[config.mk]
export PLATFORM = sky130hd
export DESIGN_NAME = mdu_iter_flat
export DESIGN_NICKNAME = d
export VERILOG_FILES = /design/src/rtl/mdu_pkg.sv /design/src/rtl/mdu_iter_if.sv /design/src/rtl/mdu_step.sv /design/src/rtl/mdu_iter.sv /design/src/flat_wrapper.sv
export SDC_FILE = /design/constraint.sdc
export NUM_CORES = 1
export LEC_CHECK = 0
export ABC_AREA = 1
export CORE_ASPECT_RATIO = 1.1
export CORE_MARGIN = 2
export CORE_UTILIZATION = 55
export CTS_BUF_LIST = sky130_fd_sc_hd__clkbuf_4 sky130_fd_sc_hd__clkbuf_8
export CTS_CLUSTER_DIAMETER = 60
export CTS_CLUSTER_SIZE = 10
export DETAILED_ROUTE_END_ITERATION = 16
export PLACE_DENSITY = 0.85
export SYNTH_ARGS = -nofsm -noshare
export SYNTH_HDL_FRONTEND = slang
export SYNTH_HIERARCHICAL = 1
export SYNTH_SLANG_ARGS = --single-unit
[constraint.sdc]
create_clock -name clk -period 14.2 [get_ports clk]
set_clock_uncertainty 0.15 [all_clocks]
set_input_delay 2.84 -clock clk [delete_from_list [all_inputs] [get_ports clk]]
set_output_delay 2.84 -clock clk [all_outputs]
set_load 0.005 [all_outputs]
[src/rtl/mdu_pkg.sv]
// Shared encodings for the iterative multiply/divide unit.
// The op codes, FSM states and counter width helper are used by both the top level and the bench.
package mdu_pkg;

    localparam int MDU_N = 32;

    typedef enum logic [2:0] {
        MDU_MULT  = 3'b000,
        MDU_MULTU = 3'b001,
        MDU_DIV   = 3'b010,
        MDU_DIVU  = 3'b011,
        MDU_MTHI  = 3'b100,
        MDU_MTLO  = 3'b101
    } mdu_op_e;

    typedef enum logic [1:0] {
        S_IDLE = 2'd0,
        S_CALC = 2'd1,
        S_FIX  = 2'd2
    } mdu_state_e;

    function automatic int cnt_width(input int n);
        return $clog2(n);
    endfunction

    localparam int MDU_CNT_W = cnt_width(MDU_N);

endpackage

[src/rtl/mdu_iter_if.sv]
// Request/response bundle between the multicycle control path and the multiply/divide unit.
// The control path drives the request as master, and the unit answers as slave.
interface mdu_iter_if #(
    parameter int N = 32
);
    logic         start;
    logic [2:0]   op;
    logic [N-1:0] srcA;
    logic [N-1:0] srcB;
    logic         busy;
    logic         done;
    logic         divByZero;
    logic         illegal;
    logic [N-1:0] hi;
    logic [N-1:0] lo;

    modport master (
        output start, op, srcA, srcB,
        input  busy, done, divByZero, illegal, hi, lo
    );

    modport slave (
        input  start, op, srcA, srcB,
        output busy, done, divByZero, illegal, hi, lo
    );
endinterface

[src/rtl/mdu_step.sv]
// One radix-2 iteration on the 2N-bit accumulator.
// For multiply it performs an add-shift step; for divide it performs a restoring trial-subtract step.
module mdu_step #(
    parameter int N = 32
) (
    input  logic [2*N-1:0] acc,
    input  logic [N-1:0]   operand,
    input  logic           isDiv,
    output logic [2*N-1:0] acc_next
);
    logic [N:0] sum;
    logic [N:0] trial;

    always_comb begin
        sum      = {1'b0, acc[2*N-1:N]} + {1'b0, operand};
        // The shifted partial remainder needs N+1 bits; the top bit is a borrow flag.
        trial    = acc[2*N-1:N-1] - {1'b0, operand};
        acc_next = acc;
        if (isDiv) begin
            if (!trial[N]) begin
                acc_next = {trial[N-1:0], acc[N-2:0], 1'b1};
            end else begin
                acc_next = {acc[2*N-2:0], 1'b0};
            end
        end else if (acc[0]) begin
            acc_next = {sum, acc[N-1:1]};
        end else begin
            acc_next = {1'b0, acc[2*N-1:1]};
        end
    end
endmodule

[src/rtl/mdu_iter.sv]
// Iterative MULT/MULTU/DIV/DIVU/MTHI/MTLO unit with architectural HI/LO registers.
// When MDU_DIV_EN is undefined, DIV/DIVU are rejected with an illegal/done pulse.
//
// state  | meaning
// IDLE   | waiting for start; MTHI/MTLO complete here
// CALC   | one radix-2 step per clock, N steps
// FIX    | sign correction, HI/LO write, done
module mdu_iter
    import mdu_pkg::*;
#(
    parameter int N = MDU_N
) (
    input  logic       clk,
    input  logic       rst,
    mdu_iter_if.slave  bus
);
    localparam int CW = cnt_width(N);

    mdu_state_e     state_q, state_d;
    logic [CW-1:0]  cnt_q, cnt_d;
    logic [2*N-1:0] acc_q, acc_d;
    logic [N-1:0]   opnd_q, opnd_d;
    logic [N-1:0]   a_q, a_d;
    logic           sa_q, sa_d;
    logic           sb_q, sb_d;
    logic           div_q, div_d;
    logic [N-1:0]   hi_q, hi_d;
    logic [N-1:0]   lo_q, lo_d;
    logic           done_q, done_d;
    logic           dbz_q, dbz_d;
    logic           ill_q, ill_d;

    logic [2*N-1:0] step_acc;
    logic           is_signed;
    logic [N-1:0]   abs_a;
    logic [N-1:0]   abs_b;
    logic [2*N-1:0] prod;
    logic [N-1:0]   quo;
    logic [N-1:0]   rem;

    mdu_step #(.N(N)) u_step (
        .acc      (acc_q),
        .operand  (opnd_q),
        .isDiv    (div_q),
        .acc_next (step_acc)
    );

    always_comb begin
        state_d   = state_q;
        cnt_d     = cnt_q;
        acc_d     = acc_q;
        opnd_d    = opnd_q;
        a_d       = a_q;
        sa_d      = sa_q;
        sb_d      = sb_q;
        div_d     = div_q;
        hi_d      = hi_q;
        lo_d      = lo_q;
        done_d    = 1'b0;
        dbz_d     = dbz_q;
        ill_d     = 1'b0;

        // MULT and DIV have op[0]=0; the unsigned variants set it.
        is_signed = ~bus.op[0];
        abs_a     = (is_signed && bus.srcA[N-1]) ? -bus.srcA : bus.srcA;
        abs_b     = (is_signed && bus.srcB[N-1]) ? -bus.srcB : bus.srcB;

        prod      = (sa_q ^ sb_q) ? -acc_q : acc_q;
        quo       = (sa_q ^ sb_q) ? -acc_q[N-1:0] : acc_q[N-1:0];
        rem       = sa_q ? -acc_q[2*N-1:N] : acc_q[2*N-1:N];

        case (state_q)
            S_IDLE: begin
                if (bus.start) begin
                    case (bus.op)
                        MDU_MULT, MDU_MULTU,
                        MDU_DIV, MDU_DIVU: begin
                            dbz_d = 1'b0;
`ifdef MDU_DIV_EN
                            state_d = S_CALC;
`else
                            if (bus.op[1]) begin
                                ill_d  = 1'b1;
                                done_d = 1'b1;
                            end else begin
                                state_d = S_CALC;
                            end
`endif
                            cnt_d  = '0;
                            div_d  = bus.op[1];
                            acc_d  = {{N{1'b0}}, abs_a};
                            opnd_d = abs_b;
                            a_d    = bus.srcA;
                            sa_d   = is_signed & bus.srcA[N-1];
                            sb_d   = is_signed & bus.srcB[N-1];
                        end
                        MDU_MTHI: begin
                            hi_d   = bus.srcA;
                            done_d = 1'b1;
                            dbz_d  = 1'b0;
                        end
                        MDU_MTLO: begin
                            lo_d   = bus.srcA;
                            done_d = 1'b1;
                            dbz_d  = 1'b0;
                        end
                        default: ;
                    endcase
                end
            end
            S_CALC: begin
                acc_d = step_acc;
                cnt_d = cnt_q + 1'b1;
                if (cnt_q == CW'(N-1)) begin
                    state_d = S_FIX;
                end
            end
            S_FIX: begin
                state_d = S_IDLE;
                done_d  = 1'b1;
                if (!div_q) begin
                    hi_d = prod[2*N-1:N];
                    lo_d = prod[N-1:0];
                end else if (opnd_q == '0) begin
                    hi_d  = a_q;
                    lo_d  = '1;
                    dbz_d = 1'b1;
                end else begin
                    hi_d = rem;
                    lo_d = quo;
                end
            end
            default: state_d = S_IDLE;
        endcase
    end

    always_ff @(posedge clk or posedge rst) begin
        if (rst) begin
            state_q <= S_IDLE;
            cnt_q   <= '0;
            acc_q   <= '0;
            opnd_q  <= '0;
            a_q     <= '0;
            sa_q    <= 1'b0;
            sb_q    <= 1'b0;
            div_q   <= 1'b0;
            hi_q    <= '0;
            lo_q    <= '0;
            done_q  <= 1'b0;
            dbz_q   <= 1'b0;
            ill_q   <= 1'b0;
        end else begin
            state_q <= state_d;
            cnt_q   <= cnt_d;
            acc_q   <= acc_d;
            opnd_q  <= opnd_d;
            a_q     <= a_d;
            sa_q    <= sa_d;
            sb_q    <= sb_d;
            div_q   <= div_d;
            hi_q    <= hi_d;
            lo_q    <= lo_d;
            done_q  <= done_d;
            dbz_q   <= dbz_d;
            ill_q   <= ill_d;
        end
    end

    assign bus.busy      = (state_q != S_IDLE);
    assign bus.done      = done_q;
    assign bus.divByZero = dbz_q;
    assign bus.illegal   = ill_q;
    assign bus.hi        = hi_q;
    assign bus.lo        = lo_q;
endmodule
[src/flat_wrapper.sv]
// flat-port wrapper written by rule: the top's interface ports become plain ports
module mdu_iter_flat import mdu_pkg::*;
#(
    parameter int N = MDU_N
)
  (clk, rst, bus_start, bus_op, bus_srcA, bus_srcB, bus_busy, bus_done, bus_divByZero, bus_illegal, bus_hi, bus_lo);
  mdu_iter_if #(.N(N)) bus_i ();
  input  logic clk;
  input  logic rst;
  input wire logic [$bits(bus_i.start)-1:0] bus_start;
  input wire logic [$bits(bus_i.op)-1:0] bus_op;
  input wire logic [$bits(bus_i.srcA)-1:0] bus_srcA;
  input wire logic [$bits(bus_i.srcB)-1:0] bus_srcB;
  output wire logic [$bits(bus_i.busy)-1:0] bus_busy;
  output wire logic [$bits(bus_i.done)-1:0] bus_done;
  output wire logic [$bits(bus_i.divByZero)-1:0] bus_divByZero;
  output wire logic [$bits(bus_i.illegal)-1:0] bus_illegal;
  output wire logic [$bits(bus_i.hi)-1:0] bus_hi;
  output wire logic [$bits(bus_i.lo)-1:0] bus_lo;
  assign bus_i.start = bus_start;
  assign bus_i.op = bus_op;
  assign bus_i.srcA = bus_srcA;
  assign bus_i.srcB = bus_srcB;
  assign bus_busy = bus_i.busy;
  assign bus_done = bus_i.done;
  assign bus_divByZero = bus_i.divByZero;
  assign bus_illegal = bus_i.illegal;
  assign bus_hi = bus_i.hi;
  assign bus_lo = bus_i.lo;
  mdu_iter #(.N(N)) u_core (.clk(clk), .rst(rst), .bus(bus_i));
endmodule
==> impl_results.md <==
* Clock power frac at 6.7%
* GRT Total Usage at around two fifths
* Seq cells post-synth at 205
* Fin crit period at 5510 ps
* Crit end category: flop
* Post-route ant nets at 0
* Critical Path Slowest Stage Cell: buf_4
* Cts hold-fix bufs at 0
* Yosys warnings at 6
* # Post-CTS Setup Buffers at 0
* Port bufs at 137
* Via count at 23239
* CP peak stage delay at 760 ps
* Hold crit path type: flop to flop
* Detailed placement HPWL at 59.8 mm
* NetSw at 0.00353 W
* H-tree depth at 1
* Largest net degree at the start of global routing at 133
* DR vias/cell at 5.86
* WL final at 77.2 mm
* Most common cell after layout, fill and taps aside: nand2_1
* PwrDens at around 270 mW/mm^2
* Unrepaired setup endpoints after global routing: false
* Top area cells in the synthesized netlist: dfrtp_1 26%, nand2_1 21%, nor2_1 8.6%
* First-pass DRT Iterations at 9
* Initial Utilization at 55.5%
* Synth Flop Type: dfrtp_1
* CTS tree: yes
* Post-Syn Instances at 3400
* Cell-internal power at 0.00241 W
* Width of the die at 186 um
* Worst Path Required at about 15000 ps
* Switching Fraction at between 50% and 60%
* Routed WL per cell at 19.5 um
* CTS buffer count at 25
* Slew Viols, Final at 0
* Final setup violating endpoints at 0
* Grt total ovfl at 0
* CP dominant cell by count: o21ai_0
* Post-synthesis sequential area ratio at 25.7%
* Syn_nets at 3546
* P_leak at 11.1 nW
* Worst vdd ir at ~0.00035 V
* Clock insertion delay at the later pin of the skew report at 590 ps
* Startpoint types: input port
* Crit path kind: input port to flop
* CP Cell Sequence: clkdlybuf4s50_1 -> inv_1 -> ha_1 -> o21ai_0 -> nor2_4 -> clkinv_2 -> buf_4 -> o21ai_0 -> a22oi_1
* Synth area leader: dfrtp_1
* Worst slew margin at approximately a quarter
* Final Hold Viols at 0
* Nets@finish at 3617
* Die Height at 204 um
* Fmax at 182 MHz
* Resized cells post-CTS at 0
* Top Ports at 138
* Crit path DAT at just under 6000 ps
* Async SR Flop Fraction at 100%
* Clock root buffer: clkbuf_8
* Post-synth EDFFs at 0
* Max Cap Viol at 0
* Least-Margin Pin Slew at 1130 ps
* Mapped Area at between 0.015 and 0.02 sq mm
* Met3 WL at roughly 9.3 mm
* Final worst-path cycle share at 38.8%
* Most frequent cells in the layout: 1123 x nand2_1, 455 x nor2_1, 411 x inv_1
* Fin Setup TNS at 0 ps
* Placer Congestion at 1.07
* 1st-iter DRT viols at between 2000 and 3000
* Initial antenna violation count at 0
* Core Region at 0.0360 sq mm
* Synth-to-Final Area Change at 9.70%
* Share of cells above drive strength 1 at about 4.2%
* Post-synth top area share at ~26%
* M1 WL at 29.1 mm
* Logic pwr share at 71.8%
* Clock tree buffer depth at 3
* Syn avg cell area at ~5.9 sq um
* Vias in the first global route at 21589
* Die area at roughly 0.038 sq mm
* # DRC at 0
* Worst-path clk slew at 70 ps
* Top Metal Used: met4
* Rows at 73
* Worst Path Max Fanout at 96
* Status: finished clean
* First-pass GRT wire length at between 100 and 150 mm
* Post-synth cell types at 58
* Fin util at about three fifths
* CP top delay family: buffers and inverters
* Sequential power share at 21.5%
* WP buf/inv at 4
* Met2 WL post-DR at 32.7 mm
* Clk sink count at 205
layout make-up:
| class | count | area, sq um |
|---|---|---|
| repair buffers | 154 | 1500 |
| diodes | 1 | 2.50 |
| clock inverters | 4 | 25.0 |
| flip-flops and latches | 205 | 5130 |
| fillers | 3683 | 14100 |
| inverters | 430 | 1630 |
| multi-input cells | 2655 | 12700 |
| clock buffers | 28 | 379 |
| well taps | 487 | 609 |
power by group through the flow:
stage | combinational [W] | sequential, W | clock [W]
after floorplan | 0.00300 | 0.00109 | 0
after global placement | 0.00406 | 0.00126 | 0
after detailed placement | 0.00411 | 0.00126 | 0
after CTS | 0.00413 | 0.00125 | 0.000400
after global routing | 0.00472 | 0.00129 | 0.000424
final | 0.00427 | 0.00128 | 0.000398
state kept, by name (all words and copies together) (netlist names):
name,cells
u_core/opnd_q,32
u_core/sb_q,1
u_core/bus.illegal,1
u_core/bus.hi,32
u_core/bus.done,1
u_core/bus.lo,32
u_core/div_q,1
u_core/bus.divByZero,1
u_core/acc_q,64
u_core/sa_q,1
u_core/state_q,2
u_core/a_q,32
u_core/cnt_q,5
cell families after synthesis:
| logic type | after synthesis | share of synthesized area (%) |
|---|---|---|
| buffers and inverters | 540 | 11.1 |
| XOR/XNOR | 63 | 2.85 |
| AND/OR/NAND/NOR | 2007 | 41.6 |
| flip-flops | 205 | 25.7 |
| adder cells (fa/ha/maj) | 76 | 4.83 |
| AO/OA/AOI/OAI | 509 | 14.0 |
routing by layer:
| metal | vias to the layer above | global-route usage, % |
|---|---|---|
| li1 | 10957 | - |
| met1 | 10468 | 51.4 |
| met2 | 1489 | 61.9 |
| met3 | 325 | 10.4 |
| met4 | 0 | 27.9 |
| met5 | - | 0 |
cells in the mapped netlist (15+ instances only):
library cell / instances
xnor2_1: 17
a31oi_1: 19
buf_2: 35
nor2_1: 458
nand3_1: 303
nand2_2: 21
buf_6: 16
inv_1: 412
inv_2: 15
a21oi_1: 173
dfrtp_1: 205
nand2_1: 1123
nor2_2: 15
nand4_1: 28
o21ai_1: 16
clkbuf_1: 47
o21ai_0: 229
xor2_1: 45
ha_1: 74
nor3_1: 21
final timing paths:
kind / start / depth (start not counted) / slack, ps / endpoint
setup / recovery: bus_op[1] / 9 / 8690 / u_core/acc_q[31]
hold / removal: u_core/cnt_q[3] / 1 / 320 / u_core/cnt_q[3]
setup reg to reg: u_core/acc_q[31] / 20 / 10610 / u_core/acc_q[61]
hold reg to reg: u_core/cnt_q[3] / 1 / 320 / u_core/cnt_q[3]
max in group asynchronous: rst / 3 / 9530 / u_core/div_q
min in group asynchronous: rst / 2 / 2710 / u_core/bus.hi[22]
stage by stage:
| step | hold WS [ps] | area (sq um) | power, W | std cells | setup WS (ps) |
|---|---|---|---|---|---|
| after floorplan | 283 | 20000 | 0.00408 | 3400 | 5610 |
| after global placement | 304 | 21500 | 0.00532 | 3931 | 8240 |
| after detailed placement | 307 | 21500 | 0.00536 | 3931 | 8150 |
| after CTS | 323 | 21900 | 0.00578 | 3963 | 8750 |
| after global routing | 335 | 21900 | 0.00644 | 3963 | 8390 |
| final | 322 | 21900 | 0.00594 | 3964 | 8690 |
Power figures use the tool's default switching activity.
